<file path="src/rtl/alu_pkg.sv">
// -----------------------------------------------------------------------------
// alu_pkg
//   Shared definitions for the ALU issue controller:
//     - ALU opcode encodings (ALU control field, OP_W bits wide)
//     - issue FSM state type (IDLE / EXEC / RESP)
//     - op_is_defined(): true for every opcode the ALU implements
// -----------------------------------------------------------------------------
package alu_pkg;

    localparam int OP_W = 5;

    localparam logic [OP_W-1:0] ALU_ADD   = 5'd0;
    localparam logic [OP_W-1:0] ALU_SUB   = 5'd1;
    localparam logic [OP_W-1:0] ALU_MUL   = 5'd2;
    localparam logic [OP_W-1:0] ALU_DIV   = 5'd3;
    localparam logic [OP_W-1:0] ALU_INC   = 5'd4;
    localparam logic [OP_W-1:0] ALU_DEC   = 5'd5;
    localparam logic [OP_W-1:0] ALU_AND   = 5'd6;
    localparam logic [OP_W-1:0] ALU_OR    = 5'd7;
    localparam logic [OP_W-1:0] ALU_XOR   = 5'd8;
    localparam logic [OP_W-1:0] ALU_ENCRY = 5'd9;
    localparam logic [OP_W-1:0] ALU_DECRY = 5'd10;
    localparam logic [OP_W-1:0] ALU_IMMED = 5'd11;

    typedef enum logic [1:0] {
        IDLE = 2'd0,
        EXEC = 2'd1,
        RESP = 2'd2
    } state_t;

    function automatic logic op_is_defined(input logic [OP_W-1:0] op);
        case (op)
            ALU_ADD, ALU_SUB, ALU_MUL, ALU_DIV, ALU_INC, ALU_DEC,
            ALU_AND, ALU_OR, ALU_XOR, ALU_ENCRY, ALU_DECRY, ALU_IMMED:
                return 1'b1;
            default:
                return 1'b0;
        endcase
    endfunction

endpackage

</file>
<file path="src/rtl/alu_rr_arb.sv">
// -----------------------------------------------------------------------------
// alu_rr_arb
//   Two-way request arbiter.
//   Ports:
//     req[1:0]  in  : request vector
//     ptr       in  : index of the requester granted last
//     take      in  : a grant is being consumed this cycle
//     gnt[1:0]  out : one-hot grant (zero when no request)
//     ptr_nxt   out : updated last-grant pointer
//   Macro ALU_ISSUE_RR_EN: defined -> round-robin on ties (the requester not
//   granted last wins, pointer follows every consumed grant); undefined ->
//   fixed priority, requester 0 wins ties and the pointer is passed through.
// -----------------------------------------------------------------------------
module alu_rr_arb (
    input  logic [1:0] req,
    input  logic       ptr,
    input  logic       take,
    output logic [1:0] gnt,
    output logic       ptr_nxt
);

`ifdef ALU_ISSUE_RR_EN
    always_comb begin
        // NOTE: every output gets a default before the case so no path can
        // leave it unassigned; that keeps combinational blocks latch-free.
        gnt     = 2'b00;
        ptr_nxt = ptr;
        case (req)
            2'b01:   gnt = 2'b01;
            2'b10:   gnt = 2'b10;
            2'b11:   gnt = ptr ? 2'b01 : 2'b10;
            default: gnt = 2'b00;
        endcase
        if (take && (gnt != 2'b00)) begin
            ptr_nxt = gnt[1];
        end
    end
`else
    always_comb begin
        gnt = 2'b00;
        if (req[0]) begin
            gnt = 2'b01;
        end else if (req[1]) begin
            gnt = 2'b10;
        end
    end

    // Fixed priority keeps no history.
    assign ptr_nxt = ptr;

    logic unused_take;
    assign unused_take = take;
`endif

endmodule

</file>
<file path="src/rtl/alu_issue_ctrl.sv">
// -----------------------------------------------------------------------------
// alu_issue_ctrl
//   Issue controller sharing one combinational ALU between two requesters.
//   A winning request is latched into registered ALU operands (IDLE), the
//   ALU result is captured one cycle later (EXEC), and the tagged result is
//   held on a valid/ready response port until the owner accepts it (RESP).
//
//   Ports:
//     clk, rst_n                 : clock, asynchronous active-low reset
//     req_valid/req_ready[1:0]   : per-requester request handshake
//     req_op0/1, req_a0/1, req_b0/1 : per-requester opcode and operands
//     resp_valid/resp_ready[1:0] : per-requester response handshake
//     resp_data, resp_err        : shared registered result and error flag
//     alu_in1, alu_in2, alu_ctrl : registered ALU inputs
//     alu_out                    : combinational ALU result
//     busy                       : FSM not in IDLE
//     ops_done                   : saturating count of delivered responses
//
//   Parameters: DW (data width), OPW (opcode width, equal to alu_pkg::OP_W),
//   CNTW (ops_done width).
//   Macro ALU_ISSUE_RR_EN: round-robin tie-break with a last-grant pointer;
//   otherwise requester 0 always wins a tie.
// -----------------------------------------------------------------------------
module alu_issue_ctrl
    import alu_pkg::*;
#(
    parameter int DW   = 32,
    parameter int OPW  = 5,
    parameter int CNTW = 16
) (
    input  logic            clk,
    input  logic            rst_n,
    input  logic [1:0]      req_valid,
    output logic [1:0]      req_ready,
    input  logic [OPW-1:0]  req_op0,
    input  logic [OPW-1:0]  req_op1,
    input  logic [DW-1:0]   req_a0,
    input  logic [DW-1:0]   req_a1,
    input  logic [DW-1:0]   req_b0,
    input  logic [DW-1:0]   req_b1,
    output logic [1:0]      resp_valid,
    input  logic [1:0]      resp_ready,
    output logic [DW-1:0]   resp_data,
    output logic            resp_err,
    output logic [DW-1:0]   alu_in1,
    output logic [DW-1:0]   alu_in2,
    output logic [OPW-1:0]  alu_ctrl,
    input  logic [DW-1:0]   alu_out,
    output logic            busy,
    output logic [CNTW-1:0] ops_done
);

    state_t          state;
    state_t          state_nxt;
    logic [1:0]      gnt;
    logic            take;
    logic            owner;
    logic            resp_hs;
    logic            last_ptr;
    logic            arb_ptr_nxt;
    logic            div_by_zero;
    logic            op_ok;
    logic [DW-1:0]   result;
    logic            result_err;

    // A grant is consumed only in IDLE; req_valid bits outside IDLE are ignored.
    assign take    = (state == IDLE) && (req_valid != 2'b00);
    assign resp_hs = (state == RESP) && resp_ready[owner];

    alu_rr_arb u_arb (
        .req     (req_valid),
        .ptr     (last_ptr),
        .take    (take),
        .gnt     (gnt),
        .ptr_nxt (arb_ptr_nxt)
    );

`ifdef ALU_ISSUE_RR_EN
    // Reset value 1 makes requester 0 the first tie winner.
    always_ff @(posedge clk or negedge rst_n) begin
        if (!rst_n) begin
            last_ptr <= 1'b1;
        end else begin
            last_ptr <= arb_ptr_nxt;
        end
    end
`else
    assign last_ptr = 1'b1;

    logic unused_ptr_nxt;
    assign unused_ptr_nxt = arb_ptr_nxt;
`endif

    // -------------------------------------------------------------------------
    // FSM
    // -------------------------------------------------------------------------
    always_ff @(posedge clk or negedge rst_n) begin
        // NOTE: clocked state uses non-blocking (<=) so every register samples
        // pre-edge values regardless of block ordering.
        if (!rst_n) begin
            state <= IDLE;
        end else begin
            state <= state_nxt;
        end
    end

    always_comb begin
        state_nxt  = state;
        req_ready  = 2'b00;
        resp_valid = 2'b00;
        case (state)
            IDLE: begin
                req_ready = gnt;
                if (take) begin
                    state_nxt = EXEC;
                end
            end
            EXEC: begin
                state_nxt = RESP;
            end
            RESP: begin
                resp_valid = owner ? 2'b10 : 2'b01;
                if (resp_ready[owner]) begin
                    state_nxt = IDLE;
                end
            end
            default: begin
                state_nxt = IDLE;
            end
        endcase
    end

    assign busy = (state != IDLE);

    // -------------------------------------------------------------------------
    // Datapath: operand latch, result capture, delivered-response counter
    // -------------------------------------------------------------------------
    assign div_by_zero = (alu_ctrl == OPW'(ALU_DIV)) && (alu_in2 == '0);
    assign op_ok       = op_is_defined(OP_W'(alu_ctrl));

    always_ff @(posedge clk or negedge rst_n) begin
        if (!rst_n) begin
            alu_in1    <= '0;
            alu_in2    <= '0;
            alu_ctrl   <= '0;
            owner      <= 1'b0;
            result     <= '0;
            result_err <= 1'b0;
            ops_done   <= '0;
        end else begin
            // Operands change only on acceptance; they survive the response.
            if (take) begin
                alu_in1  <= gnt[1] ? req_a1  : req_a0;
                alu_in2  <= gnt[1] ? req_b1  : req_b0;
                alu_ctrl <= gnt[1] ? req_op1 : req_op0;
                owner    <= gnt[1];
            end

            // The ALU output is trusted only for defined, non-faulting ops.
            if (state == EXEC) begin
                if (!op_ok || div_by_zero) begin
                    result     <= '0;
                    result_err <= 1'b1;
                end else begin
                    result     <= alu_out;
                    result_err <= 1'b0;
                end
            end

            if (resp_hs && (ops_done != '1)) begin
                ops_done <= ops_done + CNTW'(1);
            end
        end
    end

    assign resp_data = result;
    assign resp_err  = result_err;

endmodule

</file>
<file path="config.mk">
export PLATFORM = sky130hd
export DESIGN_NAME = alu_issue_ctrl
export DESIGN_NICKNAME = d
export VERILOG_FILES = /design/src/rtl/alu_pkg.sv /design/src/rtl/alu_rr_arb.sv /design/src/rtl/alu_issue_ctrl.sv
export SDC_FILE = /design/constraint.sdc
export NUM_CORES = 1
export LEC_CHECK = 0
export CORE_MARGIN = 4
export CORE_UTILIZATION = 35
export DETAILED_ROUTE_END_ITERATION = 8
export MAX_ROUTING_LAYER = met4
export PLACE_DENSITY = 0.75
export SYNTH_ARGS = -nofsm -noshare
export SYNTH_HDL_FRONTEND = slang
export SYNTH_SLANG_ARGS = --single-unit
</file>
<file path="constraint.sdc">
create_clock -name clk -period 1.9 [get_ports clk]
set_clock_uncertainty 0.05 [all_clocks]
set_input_delay 0.38 -clock clk [delete_from_list [all_inputs] [get_ports clk]]
set_output_delay 0.38 -clock clk [all_outputs]
set_load 0.01 [all_outputs]
</file>
==> metrics.txt <==
CP Capture Point ops_done[13]; Post-Syn Area approximately 5400 µm²; RR Endpoint resp_data[6]$_DFFE_PN0N_; sequential area share after synthesis between 50 and 60%; most common cell after layout, fill and taps aside clkdlybuf4s50_1; status finished with violations; overall power 13.9 mW; most frequent cells in the layout clkdlybuf4s50_1, dfrtp_1, nand2_1; maximum clock frequency between 500 and 600 MHz; Post-Route Setup TNS 0 ns; CTS tree built; initial DRC count between 150 and 200; CTS Hold Bufs 0; Final Non-Filler Cells a little under 1000; CP peak stage delay 0.59 ns; largest area contributor in the netlist dfrtp_1; Max Transition Viols Final 0; Critical Path Fanout Max 6; clock sink total around 120; FF+latch count, synth 121; initial antenna violation count 0; WP depth 1; clock buffer depth 2; GR peak layer met2; # placed instances 950; Worst setup EP type primary output; Cell variety after synth 40; vias slightly below 5000; # diodes 0; synthesized area per cell 11.3 µm²; Hold Crit Class in2async; htree depth 4; I/O pin count between 200 and 300; Synth Flop Type dfrtp_1; ys async rst share 100%; die area 17400 µm²; first-pass GRT wire length between 20000 and 30000 µm; post-synthesis compound-gate area fraction about 13%; Worst Path Required about 1.5 ns; mux contribution to synthesized area a little over an eighth; maximum VDD drop 0.609 mV; Area contributors post-synth dfrtp_1, mux2i_1, o21ai_0; Tmin final 1.84 ns; relative max-transition margin a little under three fifths; fin nets just under 1000; hold slack -0.00954 ns; Rows between 40 and 50; Post-Synth Adder-Cell Area 0.233%; final number of setup-violating endpoints 0; Slowest-stage cell, CP clkdlybuf4s50_1; Setup crit start ops_done[13]$_DFFE_PN0P_; layout cells sized above 1 11.0%; wire per inst approximately 17 µm; drt pass-1 iters 5; P per Cell Area between 1000 and 1500 nW/µm²; worst r2r src alu_ctrl[0]$_DFFE_PN0P_; largest family of logic cells by synthesized area multiplexers; failing checks negative hold slack; Yosys top cell area share between 50% and 60%; Max Cap Viol 0; Die Y between 100 and 150 µm; Top Family by Delay on Critical Path buffers and inverters; cells after synthesis between 400 and 500; I/O Buffers around 300; grt met2 use between 30 and 40%; Synth Area in XOR/XNOR approximately 2.1%; floorplan core area about 15000 µm²; largest net degree at the start of global routing 122; Slew @ Worst Pin ~0.67 ns; routability cong. approximately 0.8; simple-gate share of the synthesized area between 10% and 20%; worst skew pair latency just over 0.4 ns; TritonCTS Buffers 17; gr ovfl total 0; FF-to-FF path depth 5; met3 usage between 6 and 7%; residual DRC count 0; Clock transition at path regs approximately 0.05 ns; Mapped Nets roughly 650; setup slack, reg-to-reg approximately 0.080 ns; Detail Placement HPWL between 10000 and 15000 µm; LEAKAGE between 3 and 4 nW; final worst-path cycle share 96.9%; chip width 132 µm; Ys Warns 0; final wirelength approximately 17000 µm; critical path, cell by cell clkdlybuf4s50_1; vias in the first global route about 5200; M1 GR Usage a little over a fifth; Root Driver clkbuf_16; Final WS setup around 0.06 ns; Setup crit start kind register; Place WS -0.318 ns; vias per cell about 4.9; GRT Total Usage between 20% and 30%; Initial Util between 30% and 40%; Crit path arrival time about 1.4 ns; Hold Fails Final Rpt 14; Final ANT Viol Nets 0; area grow syn2layout 75.7%; Worst Path Class, Setup reg2out; Post-synth EDFFs 0; WP buf/inv 1
## final cells by class
type / instances / area (µm²)
clock buffers: 23 / 488
clock inverters: 8 / 165
fillers: 1176 / 5710
inverters: 4 / 15.0
multi-input cells: 319 / 2250
flip-flops and latches: 121 / 3040
well taps: 188 / 235
repair buffers: 323 / 3250
## worst min path at each step
| stage | startpoint | to | slack (ns) | cells after the start |
|---|---|---|---|---|
| 2_1_floorplan | rst_n | alu_ctrl[0]$_DFFE_PN0P_ | 0.03 | 0 |
| 3_3_place_gp | alu_in1[20]$_DFFE_PN0P_ | alu_in1[20]$_DFFE_PN0P_ | 0.41 | 2 |
| 3_5_place_dp | alu_in1[8]$_DFFE_PN0P_ | alu_in1[8]$_DFFE_PN0P_ | 0.42 | 2 |
| 4_1_cts | rst_n | ops_done[7]$_DFFE_PN0P_ | 0.05 | 2 |
| 5_1_grt | rst_n | ops_done[8]$_DFFE_PN0P_ | 0.08 | 2 |
| 6_report | rst_n | ops_done[8]$_DFFE_PN0P_ | -0.01 | 2 |
## per-stage QoR
step           hold WS [ns]  util, %  cell area, µm²
2_1_floorplan        0.0344        -            5370
3_3_place_gp          0.412     57.5            8700
3_5_place_dp          0.419     57.5            8700
4_1_cts              0.0464     62.0            9400
5_1_grt              0.0754     62.3            9440
6_report           -0.00954     62.3            9440
## what timing repair did
action,4_1_cts,5_1_grt
setup buffers,2,3
gates resized for setup,22,9
pin swaps,1,2
endpoints found under the setup margin,11,47
## logic make-up after synthesis
| group | after synthesis |
|---|---|
| and+or+nand+nor | 125 |
| DFF | 121 |
| AOI/OAI and AO/OA | 108 |
| muxes | 72 |
| buffers and inverters | 35 |
| xor gates and xnor gates | 13 |
| adders and majority gates | 1 |
## Yosys cell counts, types with 2 or more instances
cell type and count:
dfrtp_1 121, nand2_1 74, mux2i_1 70, o21ai_0 70, a22o_1 32, clkbuf_1 15, buf_2 12, nor4_1 11
xor2_1 11, nand3_1 7, nand4_1 5, inv_1 4, nor2_1 4, buf_1 3, nand2b_1 3, nor3_1 3
a21oi_1 2, and2_1 2, nand4_4 2, nor4_2 2, nor4b_2 2, xnor2_1 2
## sequential cells by signal, summed over array words and instances, names as in the netlist
name       count
alu_ctrl       5
alu_in1       32
alu_in2       32
ops_done      16
owner          1
resp_data     32
resp_err       1
state          2
## metal layers
layer  up-vias  wire [µm]
met5         -          0
met4         0        358
met3        28       1230
met2       205       8830
met1      2277       6570
li1       2330          -
## power by group
group / switching, mW / total (mW) / leakage [nW] / internal, mW
Sequential: 0.813 / 4.51 / 1.50 / 3.70
Combinational: 2.61 / 5.86 / 2.17 / 3.25
Clock: 1.07 / 3.53 / 0.323 / 2.45
Total: 4.50 / 13.9 / 4.00 / 9.40
No activity file was read; power rests on OpenSTA's default activity.
